<file path="src/rtl/loader_pkg.sv">
// Shared constants and state encoding for the boot-time program loader.
package loader_pkg;

    localparam int DEF_WIDTH      = 32;
    localparam int DEF_ADDR_STEP  = 4;
    localparam int DEF_MAX_WORDS  = 256;
    localparam int DEF_RUN_CYCLES = 830;

    localparam int HDR_BYTES  = 2;
    localparam int WORD_BYTES = 4;

    localparam logic [3:0] ST_IDLE   = 4'd0;
    localparam logic [3:0] ST_HDR_HI = 4'd1;
    localparam logic [3:0] ST_HDR_LO = 4'd2;
    localparam logic [3:0] ST_BYTES  = 4'd3;
    localparam logic [3:0] ST_SETUP  = 4'd4;
    localparam logic [3:0] ST_STROBE = 4'd5;
    localparam logic [3:0] ST_HOLD   = 4'd6;
    localparam logic [3:0] ST_RUN    = 4'd7;
    localparam logic [3:0] ST_DONE   = 4'd8;
    localparam logic [3:0] ST_ERR    = 4'd9;

    typedef enum logic [3:0] {
        S_IDLE   = ST_IDLE,
        S_HDR_HI = ST_HDR_HI,
        S_HDR_LO = ST_HDR_LO,
        S_BYTES  = ST_BYTES,
        S_SETUP  = ST_SETUP,
        S_STROBE = ST_STROBE,
        S_HOLD   = ST_HOLD,
        S_RUN    = ST_RUN,
        S_DONE   = ST_DONE,
        S_ERR    = ST_ERR
    } state_t;

endpackage

</file>
<file path="src/rtl/loader_word_assembler.sv">
// Collects stream bytes MSB first into a 32-bit instruction word.
module loader_word_assembler
    import loader_pkg::*;
(
    input  logic        clk,
    input  logic        reset,
    input  logic        clr,
    input  logic        shift,
    input  logic [7:0]  byte_in,
    output logic [31:0] word_out,
    output logic        word_full
);

    logic [23:0] sh_q;
    logic [1:0]  cnt_q;

    always_ff @(posedge clk or posedge reset) begin
        if (reset) begin
            sh_q  <= '0;
            cnt_q <= '0;
        end else if (clr) begin
            cnt_q <= '0;
        end else if (shift) begin
            sh_q  <= {sh_q[15:0], byte_in};
            cnt_q <= cnt_q + 2'd1;
        end
    end

    // word_out already includes the byte on byte_in, so when word_full
    // is set the byte being shifted this cycle completes the word.
    assign word_out  = {sh_q, byte_in};
    assign word_full = (cnt_q == 2'(WORD_BYTES - 1));

endmodule

</file>
<file path="src/rtl/program_loader.sv">
// Boot loader: streams a length-prefixed program into instruction
// memory, then runs the CPU for a fixed number of cycles.
module program_loader
    import loader_pkg::*;
#(
    parameter int WIDTH      = DEF_WIDTH,
    parameter int ADDR_STEP  = DEF_ADDR_STEP,
    parameter int MAX_WORDS  = DEF_MAX_WORDS,
    parameter int RUN_CYCLES = DEF_RUN_CYCLES
) (
    input  logic             clk,
    input  logic             reset,
    input  logic             start,
    input  logic             abort,
    input  logic             byte_valid,
    input  logic [7:0]       byte_data,
    output logic             byte_ready,
    output logic [WIDTH-1:0] addrIn,
    output logic [WIDTH-1:0] dataOut,
    output logic             wrIn,
    output logic             go_contr,
    output logic             busy,
    output logic             done,
    output logic             err
);

    localparam int CNT_W = HDR_BYTES * 8;

    state_t           state_q, state_d;
    logic [7:0]       hdr_hi_q;
    logic [CNT_W-1:0] n_words_q;
    logic [CNT_W-1:0] word_cnt_q;
    logic [CNT_W-1:0] word_cnt_nxt;
    logic [CNT_W-1:0] n_hdr;
    logic [WIDTH-1:0] addr_cnt_q;
    logic [31:0]      run_cnt_q;
    logic             xfer;
    logic             start_go;
    logic             asm_clr;
    logic             asm_shift;
    logic [31:0]      asm_word;
    logic             asm_full;

    assign xfer         = byte_valid & byte_ready;
    assign n_hdr        = {hdr_hi_q, byte_data};
    assign word_cnt_nxt = word_cnt_q + 1'b1;
    assign asm_shift    = xfer & (state_q == S_BYTES);
    assign asm_clr      = start_go | abort;

    loader_word_assembler u_asm (
        .clk       (clk),
        .reset     (reset),
        .clr       (asm_clr),
        .shift     (asm_shift),
        .byte_in   (byte_data),
        .word_out  (asm_word),
        .word_full (asm_full)
    );

    always_ff @(posedge clk or posedge reset) begin
        if (reset) state_q <= S_IDLE;
        else       state_q <= state_d;
    end

    always_comb begin
        state_d    = state_q;
        byte_ready = 1'b0;
        wrIn       = 1'b0;
        go_contr   = 1'b0;
        busy       = 1'b1;
        done       = 1'b0;
        err        = 1'b0;
        start_go   = 1'b0;
        unique case (state_q)
            S_IDLE, S_DONE, S_ERR: begin
                busy     = 1'b0;
                done     = (state_q == S_DONE);
                err      = (state_q == S_ERR);
                start_go = start & ~abort;
                if (start) state_d = S_HDR_HI;
            end
            S_HDR_HI: begin
                byte_ready = ~abort;
                if (byte_valid) state_d = S_HDR_LO;
            end
            S_HDR_LO: begin
                byte_ready = ~abort;
                if (byte_valid) begin
                    if (n_hdr == '0)
                        state_d = S_RUN;
                    else if (32'(n_hdr) > MAX_WORDS)
                        state_d = S_ERR;
                    else
                        state_d = S_BYTES;
                end
            end
            S_BYTES: begin
                byte_ready = ~abort;
                if (byte_valid && asm_full) state_d = S_SETUP;
            end
            S_SETUP:  state_d = S_STROBE;
            S_STROBE: begin
                wrIn    = 1'b1;
                state_d = S_HOLD;
            end
            S_HOLD: begin
                if (word_cnt_nxt < n_words_q) state_d = S_BYTES;
                else                          state_d = S_RUN;
            end
            S_RUN: begin
                go_contr = 1'b1;
                if (RUN_CYCLES != 0 &&
                    run_cnt_q == 32'(RUN_CYCLES - 1))
                    state_d = S_DONE;
            end
            default: state_d = S_IDLE;
        endcase
        if (abort) state_d = S_IDLE;
    end

    // Address/data registers latch on the completing byte so they are
    // already valid during SETUP and survive abort untouched.
    always_ff @(posedge clk or posedge reset) begin
        if (reset) begin
            hdr_hi_q   <= '0;
            n_words_q  <= '0;
            word_cnt_q <= '0;
            addr_cnt_q <= '0;
            addrIn     <= '0;
            dataOut    <= '0;
            run_cnt_q  <= '0;
        end else begin
            if (state_q == S_RUN && RUN_CYCLES != 0 && !abort)
                run_cnt_q <= run_cnt_q + 32'd1;
            else
                run_cnt_q <= '0;
            if (start_go) begin
                word_cnt_q <= '0;
                addr_cnt_q <= '0;
            end
            if (!abort) begin
                if (xfer && state_q == S_HDR_HI)
                    hdr_hi_q <= byte_data;
                if (xfer && state_q == S_HDR_LO)
                    n_words_q <= n_hdr;
                if (asm_shift && asm_full) begin
                    dataOut <= WIDTH'(asm_word);
                    addrIn  <= addr_cnt_q;
                end
                if (state_q == S_HOLD) begin
                    word_cnt_q <= word_cnt_nxt;
                    addr_cnt_q <= addr_cnt_q + WIDTH'(ADDR_STEP);
                end
            end
        end
    end

endmodule

</file>
<file path="config.mk">
export PLATFORM = sky130hd
export DESIGN_NAME = program_loader
export DESIGN_NICKNAME = d
export VERILOG_FILES = /design/src/rtl/loader_pkg.sv /design/src/rtl/loader_word_assembler.sv /design/src/rtl/program_loader.sv
export SDC_FILE = /design/constraint.sdc
export NUM_CORES = 1
export LEC_CHECK = 0
export ABC_AREA = 1
export ABC_CLOCK_PERIOD_IN_PS = 8000
export BUFFER_PORTS_ARGS = -buffer_cell sky130_fd_sc_hd__buf_4
export CAP_MARGIN = 15
export CORE_ASPECT_RATIO = 0.75
export CORE_MARGIN = 2
export CORE_UTILIZATION = 60
export CTS_CLUSTER_DIAMETER = 60
export DETAILED_ROUTE_END_ITERATION = 8
export PLACE_DENSITY = 0.8
export SYNTH_ARGS = -nofsm -noshare
export SYNTH_HDL_FRONTEND = slang
export SYNTH_SLANG_ARGS = --single-unit
</file>
<file path="constraint.sdc">
create_clock -name clk -period 8 [get_ports clk]
set_input_delay 0.8 -clock clk [delete_from_list [all_inputs] [get_ports clk]]
set_output_delay 0.8 -clock clk [all_outputs]
set_load 0.05 [all_outputs]
</file>
# [Yosys cells after proc, flatten, opt, wreduce, memory -nomap -nowiden]
# Index checks and enable logic that the tools add are counted.
[word_totals] output_inout_bits=70 reg_bits=198 wordCells=80
[op_classes] n_addsub=4 n_eq_ne=16 n_reduce_logical=16 n_mux=26 bitwise_logic=6 order_cmp=2
[op_table] op="32-bit two-way mux" n=4
[op_table] op="16-bit two-way mux" n=3
[op_table] op="32-bit by 1-bit adder with 32-bit output (second input constant)" n=1
[op_table] op="32-bit by 3-bit adder with 32-bit output (second input constant)" n=1
[op_table] op="32-bit by 10-bit == test with 1-bit output (second input constant)" n=1
[op_table] op="4-bit two-way mux" n=8
[op_table] op="4-bit case mux with 8 select lines" n=1
[op_table] op="16-bit by 1-bit adder with 16-bit output (second input constant)" n=1
[op_table] op="4-bit by 3-bit == test with 1-bit output (second input constant)" n=4
[op_table] op="16-bit by 9-bit greater-than comparator with 1-bit output (second input constant)" n=1
[op_table] op="16-bit logical NOT" n=1
[op_table] op="16-bit < comparator" n=1
[op_table] op="3-bit != test (second input constant)" n=4
[op_table] op="4-bit by 2-bit == test with 1-bit output (second input constant)" n=2
[op_table] op="4-bit == test (second input constant)" n=2
[op_table] op="2-bit AND reduction" n=4
[op_table] op="1-bit two-way mux" n=7
[op_table] op="3-bit OR reduction" n=2
[op_table] op="1-bit logical AND" n=5
[op_table] op="5-bit AND reduction" n=1
[op_table] op="4-bit by 1-bit == test with 1-bit output (second input constant)" n=1
[op_table] op="4-bit logical NOT" n=1
[op_table] op="2-bit two-way mux" n=2
[op_table] op="1-bit AND" n=3
[op_table] op="8 further kinds" n=9

# [Depth between registers and ports, before layout]
# Gate-level depths: netlist of run 1.
[depth] depth_word=7 ltp_mapped=19 ltp_nobuf=19

# [Hierarchy]
# A second synthesis of run 1 with hierarchy kept.
[unflattened] hier_cells=1153 hier_area_um2=9918.3
[modules_own_cells] mod="program_loader" cells_each=1028 seq_area_each_um2=4304.1 n_inst=1 area_per_inst_um2=8733.4
[modules_own_cells] mod="loader_word_assembler" cells_each=125 seq_area_each_um2=650.6 n_inst=1 area_per_inst_um2=1184.9

# [Worst setup path after synthesis of run 1]
# Ideal clock, no wire load.
[synth_path] path_type="in2out" startpoint="input abort" endpoint="output byte_ready" setup_slack_ps=5570 required_ps=7200 t_arrival_ps=1630 path_stages=2 path_cell_list="buf_2 -> nor2_1"
[synth_via] elab_chain_cells=2
[synth_lines] item="start: declaration" line_no="program_loader.sv:14" text="input logic abort,"
[synth_lines] item="1-bit inverter (no line)"
[synth_lines] item="1-bit two-way mux"
[synth_lines] item="end: declaration" line_no="program_loader.sv:17" text="output logic byte_ready,"
# No other way between the ends.

# [Final worst setup path of run 1]
[layout_path] startpoint="register state_q[1]" endpoint="register addrIn[22]"
[layout_via] elab_chain_cells=7
[layout_lines] item="start: declaration" line_no="program_loader.sv:29" text="state_t state_q, state_d;"
[layout_lines] item="start signal: assignment" line_no="program_loader.sv:62" text="else state_q <= state_d;"
[layout_lines] item="4-bit by 2-bit == test with 1-bit output (tied with other cells)" line_no="program_loader.sv:47, program_loader.sv:74"
[layout_lines] item="3-bit OR reduction (no line)"
[layout_lines] item="1-bit two-way mux"
[layout_lines] item="1-bit AND" line_no="program_loader.sv:44" text="assign xfer = byte_valid & byte_ready;"
[layout_lines] item="1-bit AND (*)" line_no="program_loader.sv:47" text="assign asm_shift = xfer & (state_q == S_BYTES);"
[layout_lines] item="1-bit logical AND (*)" line_no="program_loader.sv:146" text="if (asm_shift && asm_full) begin"
[layout_lines] item="2-bit AND reduction (no line) (*)"
[layout_lines] item="end signal: assignment" line_no="program_loader.sv:148" text="addrIn <= addr_cnt_q;"
[layout_lines] item="end: declaration" line_no="program_loader.sv:18" text="output logic [WIDTH-1:0] addrIn,"
# Mark *: on every way between the ends. The rest lies on a longest branch, timed or not.
# A chain may end at the register's enable or synchronous reset.

==> results of run 1 <==
## layout make-up
class	instances	area (sq um)	area share
clock buffers	17	425	0.0387
clock inverters	14	189	0.0172
multi-input cells	788	3890	0.353
flip-flops and latches	198	4950	0.450
inverters	168	638	0.0580
repair buffers	86	646	0.0587
well taps	210	263	0.0239
## power groups by stage
stage	clock (mW)	combinational, mW	sequential [mW]
6_report	0.896	0.338	1.16
5_1_grt	0.947	0.387	1.18
4_1_cts	0.902	0.337	1.16
3_5_place_dp	0	0.333	1.18
3_3_place_gp	0	0.321	1.17
2_1_floorplan	0	0.251	1.16
## kinds of logic (layout without fill, tap and decap cells)
kind of cell,Yosys count,after routing,synth area share
AO/OA/AOI/OAI,177,177,0.0941
XOR/XNOR,28,28,0.0255
adder cells (fa/ha/maj),20,20,0.0260
buffers and inverters,200,285,0.0814
flip-flops,198,198,0.515
multiplexers,13,13,0.0151
AND/OR/NAND/NOR,550,550,0.243
## metal layers
layer	vias to the layer above	track usage
met5	-	0
met4	0	0.0799
met3	44	0.0568
met2	271	0.406
met1	3811	0.425
li1	3944	-
## cells in the mapped netlist (12+ instances only)
cell	count
sky130_fd_sc_hd__clkbuf_1	16
sky130_fd_sc_hd__o21ai_1	43
sky130_fd_sc_hd__nand2_1	293
sky130_fd_sc_hd__a21oi_1	23
sky130_fd_sc_hd__nor2_1	114
sky130_fd_sc_hd__nor3_1	38
sky130_fd_sc_hd__nand4_1	27
sky130_fd_sc_hd__nand3_1	56
sky130_fd_sc_hd__xor2_1	27
sky130_fd_sc_hd__mux2_1	12
sky130_fd_sc_hd__o21ai_0	99
sky130_fd_sc_hd__buf_2	14
sky130_fd_sc_hd__ha_1	20
sky130_fd_sc_hd__dfrtp_1	198
sky130_fd_sc_hd__inv_1	165
## through the flow
step / total power [mW] / utilization / hold WS, ps / cell area [sq um]
final: 2.40 / 0.694 / 456 / 11000
after global routing: 2.51 / 0.694 / 510 / 11000
after CTS: 2.40 / 0.694 / 487 / 11000
after detailed placement: 1.51 / 0.655 / 469 / 10400
after global placement: 1.50 / 0.655 / 457 / 10400
after floorplan: 1.42 / - / 453 / 9620
## how the worst max path moves through the flow
stage | end | slack, ps | start
3_3_place_gp | addrIn[22] | 5180 | byte_valid
3_5_place_dp | addrIn[6] | 5120 | byte_valid
2_1_floorplan | addrIn[0] | 1800 | reset
4_1_cts | addrIn[22] | 5400 | state_q[1]
6_report | addrIn[22] | 5370 | state_q[1]
5_1_grt | state_q[2] | 5140 | word_cnt_q[4]
## sequential cells by signal (all words and copies together) (netlist names)
signal,flops
dataOut,32
n_words_q,16
hdr_hi_q,8
addrIn,32
run_cnt_q,32
state_q,4
word_cnt_q,16
u_asm.cnt_q,2
u_asm.sh_q,24
addr_cnt_q,32
## worst reg2reg max path, delay by kind of cell (launching register included)
family | cells | cell delay, ps
flip-flops | 1 | 460
AND/OR/NAND/NOR | 4 | 460
buffers and inverters | 3 | 1100
multiplexers | 1 | 490
==> reports/results.txt, run 1 <==
For this design the total switching power over the nets is 715 uW. The total of max-cap violations was 0. The run gives 10900 um as the routed length on met1. The cell that appears most often on the critical path is sky130_fd_sc_hd__buf_4. The worst setup path is captured at a register. Synthesis produced a netlist whose cell count is 1186. Walking the worst path, the cells encountered are nand2_1 > clkinv_1 > nand2_2 > nor3_4 > buf_4 > nand2_4 > buf_4 > mux2_1. The worst setup path is launched from a register. The worst register-to-register path begins at state_q[1]. The chip height is 114 um. The floorplan has 40 rows. The highest layer touched by signal routing is met4. In the final timing run, aggregate negative setup slack is 0 ps.

The number of resized instances in the post-cts repair step is 0. The final critical-path setup slack is 5370 ps. The largest individual stage delay along the critical path comes from the cell sky130_fd_sc_hd__buf_4.

Compared with the post-synthesis result, the final layout area differs by 14.4%. The tools report the top-level I/O count as 83. The library cells used most frequently in the layout, excluding fill and tap cells, are 293 x sky130_fd_sc_hd__nand2_1, 198 x sky130_fd_sc_hd__dfrtp_1, 164 x sky130_fd_sc_hd__inv_1. The netlist uses 37 different library cells.

The die is 150 um wide. The largest voltage drop on the vdd net came out at 0.174 mV. Detailed route wirelength on metal3: 1420 um. At the worst endpoint, the arrival time is 2960 ps. The final clock period utilization by the worst path is 0.329, and the worst-margin pin slew is 1100 ps.

Total routing usage reported by global routing: 0.278. 0 antenna diodes ended up in the layout. Entering global routing, the biggest net connects 118 pins. The total placed cells including tap cells came out at 1450. The setup slack of the worst register-to-register path came out at 5370 ps. The register bit count reported by yosys is 198.

The initial antenna violation count is 0. The classification of the worst setup path was register to register. The number of global-route vias before repair was 7394; the biggest fanout along the worst timing path was 106. The tools report the remaining max-slew budget at the tightest pin as 0.265. Clock tree root buffer cell: sky130_fd_sc_hd__clkbuf_16. On the critical path the largest part of the delay comes from buffers and inverters. The buffer count from post-CTS setup fixing is 0. Ranked by total cell area, the synthesized netlist is headed by sky130_fd_sc_hd__dfrtp_1 51%, sky130_fd_sc_hd__nand2_1 11%, sky130_fd_sc_hd__inv_1 6.4%.

In this run the deepest clock path goes through 2 buffers. The async set or reset register ratio after synthesis was 1.00; the starting density of the core was 0.606. Setup repair after global routing left no endpoint under its margin. The setup slack at placement was 5120 ps. Once detailed placement completed, the half-perimeter wirelength came to 15800 um. The routed design uses 9800 um of met2 wire. The global route total overflow is 0. The mapped netlist covers 0.00962 sq mm. The number of cells on the worst reg-to-reg path is 8. The remaining antenna violation count came out at 0. After detailed routing, the total wire length is 22600 um.

At the end of routability-driven placement, the weighted congestion stood at 0.944. In this run the worst hold path is classified as primary input to async pin. The run finished with clean final reports. TritonCTS built the clock tree. After detailed routing, the number of remaining DRC violations is 0. The run gives 198 as the TritonCTS sink count. The first-iteration detailed-routing DRC count was 733. Clock latency on the worst-skew pair, taken at its later pin, is 440 ps. Fraction of final layout cells sized beyond drive strength 1: 0.104. The switching fraction of total power works out to 0.298. For the routed via count, the log shows 8070. The final number of hold-violating endpoints is 0.

The number of nets handed over by synthesis was 1219. Excluding fillers, the count of instances in the completed layout stands at 1481. The average cell area after synthesis was 8.11 sq um.

For the worst setup skew after layout, the log shows 11.9 ps. The power share of the combinational group was 0.141. Hold repair after CTS inserted 0 buffers. The largest single stage delay on the critical path is 760 ps.

The logs give 1242 for the layout filler cell count and 1.68 mW for the internal portion of total power. For this run, the number of Yosys warnings is 0. The clock power share was 0.374; the total buffers and inverters traversed by the critical path was 3. Among all flip-flop cells after synthesis, the most frequent one is sky130_fd_sc_hd__dfrtp_1.

The cell accounting for the most synthesized area is sky130_fd_sc_hd__dfrtp_1. Clock-pin slew was measured on the worst setup and hold paths at 80 ps. The smallest clock period supported by the final layout is computed as 2630 ps. The floorplan step defined a core boundary enclosing 0.0159 sq mm.

The logs give 5 for the number of detailed-routing iterations run before antenna repair and 4 for the maximum level of the CTS H-tree. The endpoint identified for the worst register-to-register timing path is addrIn[22]. For this run, the top clock speed supported by timing is 380 MHz. In the final routed layout, each cell accounts on average for 15.3 um. In the routed layout, each cell is associated on average with a via count of 5.45. The die covers 0.0171 sq mm.

In this run, synthesis inferred 0 flip-flops with an integrated enable. The critical path depth is 8. The total count of max-transition violations in the final report is 0, and the total power divided by cell area is 218 mW/mm^2. The leading cell type in the layout, fill and taps excluded was sky130_fd_sc_hd__nand2_1.

The number of clock buffers added by TritonCTS is 17. The register area share after synthesis is 0.515, and the share of Yosys cell area claimed by the top area cell type is 0.515. Wire length of the first global-routing pass: 37200 um.

Summed over all cells, the static leakage comes to 5.37 nW. The final layout contains 1292 nets. The data required time at the worst endpoint is 8320 ps, and the port buffer count is 82.

The portion of total power attributed to sequential cells is 0.485, and the final setup violation count is 0.
Power figures use the tool's default switching activity.
==> inputs of run 2 (changes only) <==
- ABC_AREA: 1 -> 0
- ABC_CLOCK_PERIOD_IN_PS: 8000 -> 2100
- CORE_UTILIZATION: 60 -> 54
- PLACE_DENSITY: 0.8 -> 0.76
- clock period: 8 -> 2.1 ns (I/O delays scaled with it)
==> reports/results.txt, run 2 <==
The run finished, with violations left. The final reports fail on negative setup slack. Leakage power figure: 5.29 nW (-1.5%). The final number of hold-violating endpoints was 0 (unchanged); the fmax was 453 MHz (+19%). The logs give 6.49 mW (+290%) for the internal portion of total power and 6585 (-18%) for the routed via count.

The remaining antenna violation count is 0 (unchanged), and the port buffer count is 82 (unchanged). Finished layout cell area: 0.0112 sq mm (+1.5%). The tools report the synthesized area as 0.00919 sq mm (-4.5%). The worst slack on hold paths came out at 37.1 ps (-419 ps). The tools report the global route total overflow as 0 (unchanged). The post-CTS clock slew at the launch and capture registers of the worst setup and hold paths is 80 ps (about the same).

The cell type group with the largest total delay on the critical path is simple AND/OR/NAND/NOR gates. The TritonCTS sink count came out at 198 (unchanged). The run gives 0.225 (-0.0532) as the total routing usage reported by global routing. STA classifies the critical path endpoint as a register.

The final critical path time including I/O delays and setup is 2210 ps (-428 ps), and the average cell area after synthesis is 11.3 sq um (+39%). The number of diodes is 0 (unchanged). The async set or reset register ratio after synthesis works out to 1.00 (unchanged). The run gives 0.155 (+0.014) as the power share of the combinational group. Walking the worst path, the cells encountered are and4_4 > and4_4 > nand4_1 > xnor2_2 > ha_4 > nand4_1 > or3_1 > a41oi_2. The data arrival time at the worst-slack endpoint was 2560 ps (-400 ps); the horizontal die dimension was 155 um (+2.9%).

The final clock period utilization by the worst path is 1.05 (+0.721). The tools report the number of design rule violations left after detail routing as 0 (unchanged). The leading cell type in the layout, fill and taps excluded is sky130_fd_sc_hd__dfrtp_1.

Setup repair after global routing could not meet its margin everywhere. In the post-synthesis netlist, the biggest area contributors are sky130_fd_sc_hd__dfrtp_1 54%, sky130_fd_sc_hd__mux2_2 13%, sky130_fd_sc_hd__xnor2_1 3.1%. The total negative slack is -106 ps (-106 ps). The tools report the total of warnings raised by yosys as 0 (unchanged). The placeable core region is 0.0167 sq mm (+5.4%), and the switching fraction of total power is 0.285 (-0.0131). The insertion delay of the later-clocked pin in the worst-skew pair came out at 440 ps (about the same). The fraction of final layout cells sized beyond drive strength 1 is 0.328 (+0.224), and the number of different library cells in the post-synthesis netlist is 57 (+54%). The clock power share was 0.365 (-0.009); the post-synthesis net count was 845 (-31%). The dominant register cell in the synthesized netlist is sky130_fd_sc_hd__dfrtp_1. The largest voltage drop on the vdd net came out at 0.620 mV (+260%). The synthesized design spends more area on one cell type than any other, namely sky130_fd_sc_hd__dfrtp_1. Routed via count divided by cell count: 5.65 (+3.6%).

TritonCTS built the clock tree. The final critical-path setup slack was -106 ps (-5470 ps). The tools report the full die area as 0.0181 sq mm (+5.9%). The biggest fanout along the worst timing path works out to 5 (-95%).

The starting density of the core is 0.549 (-0.0570). The total buffers and inverters traversed by the critical path is 0 (-3), and the wire length of the first global-routing pass is 32200 um (-14%). The register area share after synthesis was 0.539 (+0.0243). The routed wirelength normalized by instance count works out to 16.6 um (+8.7%).

The total power divided by cell area was 814 mW/mm^2 (+270%); the number of flops mapped to enable cells by yosys was 0 (unchanged). The chip height is 117 um (+2.9%). The total of max-cap violations is 0 (unchanged). The switching power was 2.59 mW (+260%).

The initial antenna violation count was 0 (unchanged); the TritonCTS buffer count was 17 (unchanged). The run gives 41 (+2.5%) as the number of rows in the core area. The total half-perimeter wirelength after legalization and detailed placement is 13600 um (-14%), and the instance area at placement is 0.0104 sq mm (+0.55%). The share of Yosys cell area claimed by the top area cell type is 0.539 (+0.0243).

The startpoint identified for the worst hold timing path is byte_data[1]. The worst setup skew after layout is 11.0 ps (-0.884 ps). The tree is rooted in a sky130_fd_sc_hd__clkbuf_16. By count the netlist is led by 198 x sky130_fd_sc_hd__dfrtp_1, 103 x sky130_fd_sc_hd__mux2_2, 63 x sky130_fd_sc_hd__nand2_1, 58 x sky130_fd_sc_hd__nor2_1, 36 x sky130_fd_sc_hd__nand3_1. The tools report the instance count of the mapped netlist as 812 (-32%). The tools report the total count of max-transition violations in the final report as 0 (unchanged).

On the critical path, the stage with the largest delay is an instance of sky130_fd_sc_hd__or3_1. The layout-stage area growth over the synthesis result is 21.5%. The delay of the slowest critical-path stage came out at 390 ps (-370 ps). The library cell with the highest instance count after synthesis was sky130_fd_sc_hd__dfrtp_1. The portion of total power attributed to sequential cells is 0.481 (-0.004). The worst register-to-register path begins at word_cnt_q[5]. Largest net degree at the start of global routing: 61 (-48%).

Total chip power: 9.08 mW (+280%). The tools report the final weighted congestion in routability-driven placement as 0.908 (-3.8%). The maximum level of the CTS H-tree was 4 (unchanged); the worst-margin pin slew was 702 ps (-396 ps). The run gives 5 (unchanged) as the number of detailed-routing iterations run before antenna repair. The classification of the worst setup path is register to register. The first-iteration detailed-routing DRC count was 525 (-28%). The final setup violation count is 1 (+1). In this run the worst setup path begins at word_cnt_q[5].

The data required time at the worst endpoint was 2450 ps (-5870 ps); the number of global-route vias before repair was 6213 (-16%). The worst setup path is launched from a register. The top cell types in the final layout, fill and taps aside, are 198 x sky130_fd_sc_hd__dfrtp_1, 141 x sky130_fd_sc_hd__buf_4, 103 x sky130_fd_sc_hd__mux2_2. Number of nets in the layout: 971 (-25%). The deepest clock path buffer count was 2 (unchanged); the remaining max-slew budget at the tightest pin was 0.532 (+0.267). The register bit count reported by yosys is 198 (unchanged). The total length of routed wires is 19400 um (-14%), and the top-level I/O count is 83 (unchanged). The tightest min-delay check is of the primary input to register type.
## run 2: layout make-up
class,count,area [sq um]
clock buffers,17,425
clock inverters,15,179
fillers,1275,5560
inverters,34,131
multi-input cells,540,4040
flip-flops and latches,198,4950
well taps,215,269
repair buffers,147,1170
## run 2: cell families (layout without fill, tap and decap cells)
kind of cell,Yosys count,after routing,synth area share
adders and majority gates,20,20,0.0272
muxes,113,113,0.138
DFF,198,198,0.539
xor gates and xnor gates,53,53,0.0505
AOI/OAI and AO/OA,94,94,0.0671
and+or+nand+nor,260,260,0.146
buffers and inverters,74,213,0.0325
## run 2: final timing paths
| kind | end | slack (ps) | cells after the start |
|---|---|---|---|
| max | state_q[2] | -110 | 8 |
| max in group asynchronous | n_words_q[13] | 940 | 4 |
| min in group asynchronous | run_cnt_q[7] | 420 | 3 |
| max reg2reg | state_q[2] | -110 | 8 |
| min reg2reg | addrIn[20] | 480 | 2 |
| min | dataOut[1] | 40 | 2 |
## run 2: what timing repair did
item	in CTS	in global routing
endpoints found under the setup margin	1	8
cloned	0	0
endpoints found under the hold margin	21	0
setup buffers	2	1
hold buffers	1	0
pin swaps	4	4
gates resized for setup	5	12
## run 2: through the flow
step                setup slack [ps]   util  cells
finish                          -106  0.668   1166
global route                    -262  0.668   1166
CTS                             -124  0.663   1165
detailed placement              -223  0.625   1130
global placement                -144  0.625   1130
floorplan                       -670      -    812
## run 2: per-layer routing
| metal | up-vias | global-route usage | part of all wire |
|---|---|---|---|
| li1 | 3143 | - | - |
| met3 | 11 | 0.0541 | 0.061 |
| met2 | 168 | 0.334 | 0.43 |
| met5 | - | 0 | 0 |
| met1 | 3263 | 0.338 | 0.50 |
| met4 | 0 | 0.0537 | 0.0086 |
## run 2: power by group through the flow
stage / sequential, mW / combinational [mW] / clock [mW]
detailed placement: 4.44 / 1.35 / 0
floorplan: 4.36 / 0.998 / 0
global route: 4.42 / 1.55 / 3.54
CTS: 4.37 / 1.36 / 3.38
finish: 4.37 / 1.40 / 3.31
global placement: 4.43 / 1.32 / 0
==> inputs of run 3 (changes only) <==
- CELL_PAD_IN_SITES_DETAIL_PLACEMENT: not set -> 1
- CELL_PAD_IN_SITES_GLOBAL_PLACEMENT: not set -> 1
- CORE_UTILIZATION: 54 -> 43
- PLACE_DENSITY: 0.76 -> 0.78
==> reports/results.txt, run 3 (synthesis gave the netlist of run 2 again) <==
The total power divided by cell area is 822 mW/mm^2 (+0.98%), and the worst slack on hold paths is 44.8 ps (+7.72 ps). Total buffers and inverters traversed by the critical path: 0 (unchanged). The data arrival time at the worst-slack endpoint is 2560 ps (about the same), and the port buffer count is 82 (unchanged). The final clock period utilization by the worst path works out to 1.07 (+0.0195). The final setup violation count was 1 (unchanged).

The instance area at placement is 0.0106 sq mm (+1.5%), and the largest net degree at the start of global routing is 95 (+56%). Global route total overflow: 0 (unchanged). The maximum level of the CTS H-tree came out at 4 (unchanged). The finished layout cell area is 0.0113 sq mm (+1.6%). Setup repair after global routing could not meet its margin everywhere. The deepest clock path buffer count was 2 (unchanged). The run gives 450 ps (about the same) as the insertion delay of the later-clocked pin in the worst-skew pair.

The library cells used most frequently in the layout, excluding fill and tap cells, are 197 x sky130_fd_sc_hd__dfrtp_1, 146 x sky130_fd_sc_hd__buf_4, 103 x sky130_fd_sc_hd__mux2_2. TritonCTS built the clock tree. The TritonCTS sink count is 198 (unchanged), and the fraction of final layout cells sized beyond drive strength 1 is 0.336 (+0.00839).

For the remaining antenna violation count, the log shows 0 (unchanged). The number of diodes is 0 (unchanged). The routed wirelength normalized by instance count is 19.4 um (+17%), and the total count of max-transition violations in the final report is 0 (unchanged). The run gives 46 (+12%) as the number of rows in the core area.

The remaining max-slew budget at the tightest pin came out at 0.632 (+0.100). Walking the worst path, the cells encountered are and4_4 > and4_4 > nand4_1 > xnor2_2 > ha_1 > a21oi_1 > a211oi_2 > a211oi_1 > a41oi_1. The total routing usage reported by global routing was 0.222 (-0.00303). TritonCTS buffer count: 17 (unchanged). The delay of the slowest critical-path stage came out at 360 ps (-30 ps).

The final critical path time including I/O delays and setup was 2250 ps (+40.9 ps); the number of nets in the layout was 977 (+0.62%). The post-CTS clock slew at the launch and capture registers of the worst setup and hold paths was 80 ps (about the same); the first-iteration detailed-routing DRC count was 425 (-19%). The run gives 0.795 (-12%) as the final weighted congestion in routability-driven placement. The flow ran to the end, but the final reports show violations. The placeable core region is 0.0211 sq mm (+26%).

The tools report the kind of end point of the critical path as a register. The worst-margin pin slew is 547 ps (-155 ps). The run gives 0.436 (-0.113) as the starting density of the core.

Among the stages of the critical path, the cell type that occurs most often is sky130_fd_sc_hd__and4_4. The number of detailed-routing iterations run before antenna repair is 4 (-1). The run gives 6777 (+2.9%) as the routed via count. The biggest fanout along the worst timing path works out to 5 (unchanged). For the data required time at the worst endpoint, the log shows 2420 ps (-30 ps). The worst hold path belongs to the class primary input to register. The leading cell type in the layout, fill and taps excluded was sky130_fd_sc_hd__dfrtp_1.

In this run the clock root is driven by a sky130_fd_sc_hd__clkbuf_16. The chip height is 131 um (+12%), and the total half-perimeter wirelength after legalization and detailed placement is 16300 um (+20%). The logs give 12.9 ps (+1.87 ps) for the worst setup skew after layout and -289 ps (-66.2 ps) for the setup slack at placement. The checks that failed: negative setup slack. The tools report the largest voltage drop on the vdd net as 0.452 mV (-27%). The full die area is 0.0226 sq mm (+25%), and the final critical-path setup slack is -147 ps (-40.9 ps). The top-level I/O count is 83 (unchanged), and the wire length of the first global-routing pass is 39600 um (+23%).

The tools report the layout filler cell count as 2261 (+77%). The classification of the worst setup path is register to register. Final number of hold-violating endpoints: 0 (unchanged).

The run gives 445 MHz (-1.8%) as the fmax. The run gives 0 (unchanged) as the number of design rule violations left after detail routing. The slowest library cell on the worst path was sky130_fd_sc_hd__dfrtp_1. The logs give 7231 (+16%) for the number of global-route vias before repair and 0 (unchanged) for the initial antenna violation count.

Cell type group with the largest total delay on the critical path: simple AND/OR/NAND/NOR gates. The leakage power figure was 5.34 nW (+0.95%). From synthesis to final layout, the design area changed by 23.4%. The horizontal die dimension was 173 um (+12%); the total length of routed wires was 24200 um (+25%).

Total of max-cap violations: 0 (unchanged). STA classifies the critical path startpoint as a register. The routed via count divided by cell count came out at 5.44 (-3.6%).
-- run 3: changes by cell type in the layout (fill, tap and decap cells not counted), sizes merged --
| cell | previous run | this run |
|---|---|---|
| buf | 146 | 152 |
| inv | 41 | 43 |
| bufinv | 1 | 0 |
| clkinvlp | 2 | 1 |
-- run 3: per-stage QoR --
| step | power [mW] | util | std cells | TNS [ps] |
|---|---|---|---|---|
| global route | 9.76 | 0.538 | 1245 | -326 |
| floorplan | 5.36 | - | 812 | -132830 |
| finish | 9.32 | 0.538 | 1245 | -147 |
| detailed placement | 5.88 | 0.503 | 1210 | -289 |
| CTS | 9.36 | 0.535 | 1244 | -158 |
| global placement | 5.81 | 0.503 | 1210 | -128 |
-- run 3: final timing paths --
check,start,end,slack (ps),cells after the start
worst max register to register,word_cnt_q[2],state_q[2],-150,9
worst min-delay path,byte_data[0],dataOut[0],40,2
max in group asynchronous,reset,addr_cnt_q[6],930,4
min in group asynchronous,reset,run_cnt_q[17],320,3
worst max-delay path,word_cnt_q[2],state_q[2],-150,9
worst min register to register,addr_cnt_q[27],addr_cnt_q[27],480,1
-- run 3: area by class of cell --
| class | instances | area [sq um] | share of cell area |
|---|---|---|---|
| Sequential cell | 198 | 4960 | 0.437 |
| Clock buffer | 17 | 425 | 0.0375 |
| Inverter | 34 | 131 | 0.0116 |
| Clock inverter | 15 | 206 | 0.0182 |
| Tap cell | 288 | 360 | 0.0318 |
| Timing Repair Buffer | 153 | 1230 | 0.108 |
| Multi-Input combinational cell | 540 | 4040 | 0.356 |
-- run 3: per-layer routing --
metal  part of all wire  wire length (um)  global-route usage
met1               0.46             11100               0.302
met4             0.0099               240              0.0533
met3              0.044              1050              0.0495
met2               0.49             11700               0.368
met5                  0                 0                   0
-- run 3: report_power, final --
group          total (mW)  leakage, nW  internal (mW)  switching [mW]
Sequential           4.42         2.73           4.14           0.280
Clock                3.45        0.305           1.67            1.78
Combinational        1.44         2.31          0.643           0.799
Total                9.32         5.34           6.46            2.86
-- run 3: what timing repair did --
action	4_1_cts	5_1_grt
buffers inserted	1	1
gates resized for setup	7	14
hold buffers	1	0
setup endpoints to repair	6	19
hold endpoints to repair	9	0
pin swaps	5	2
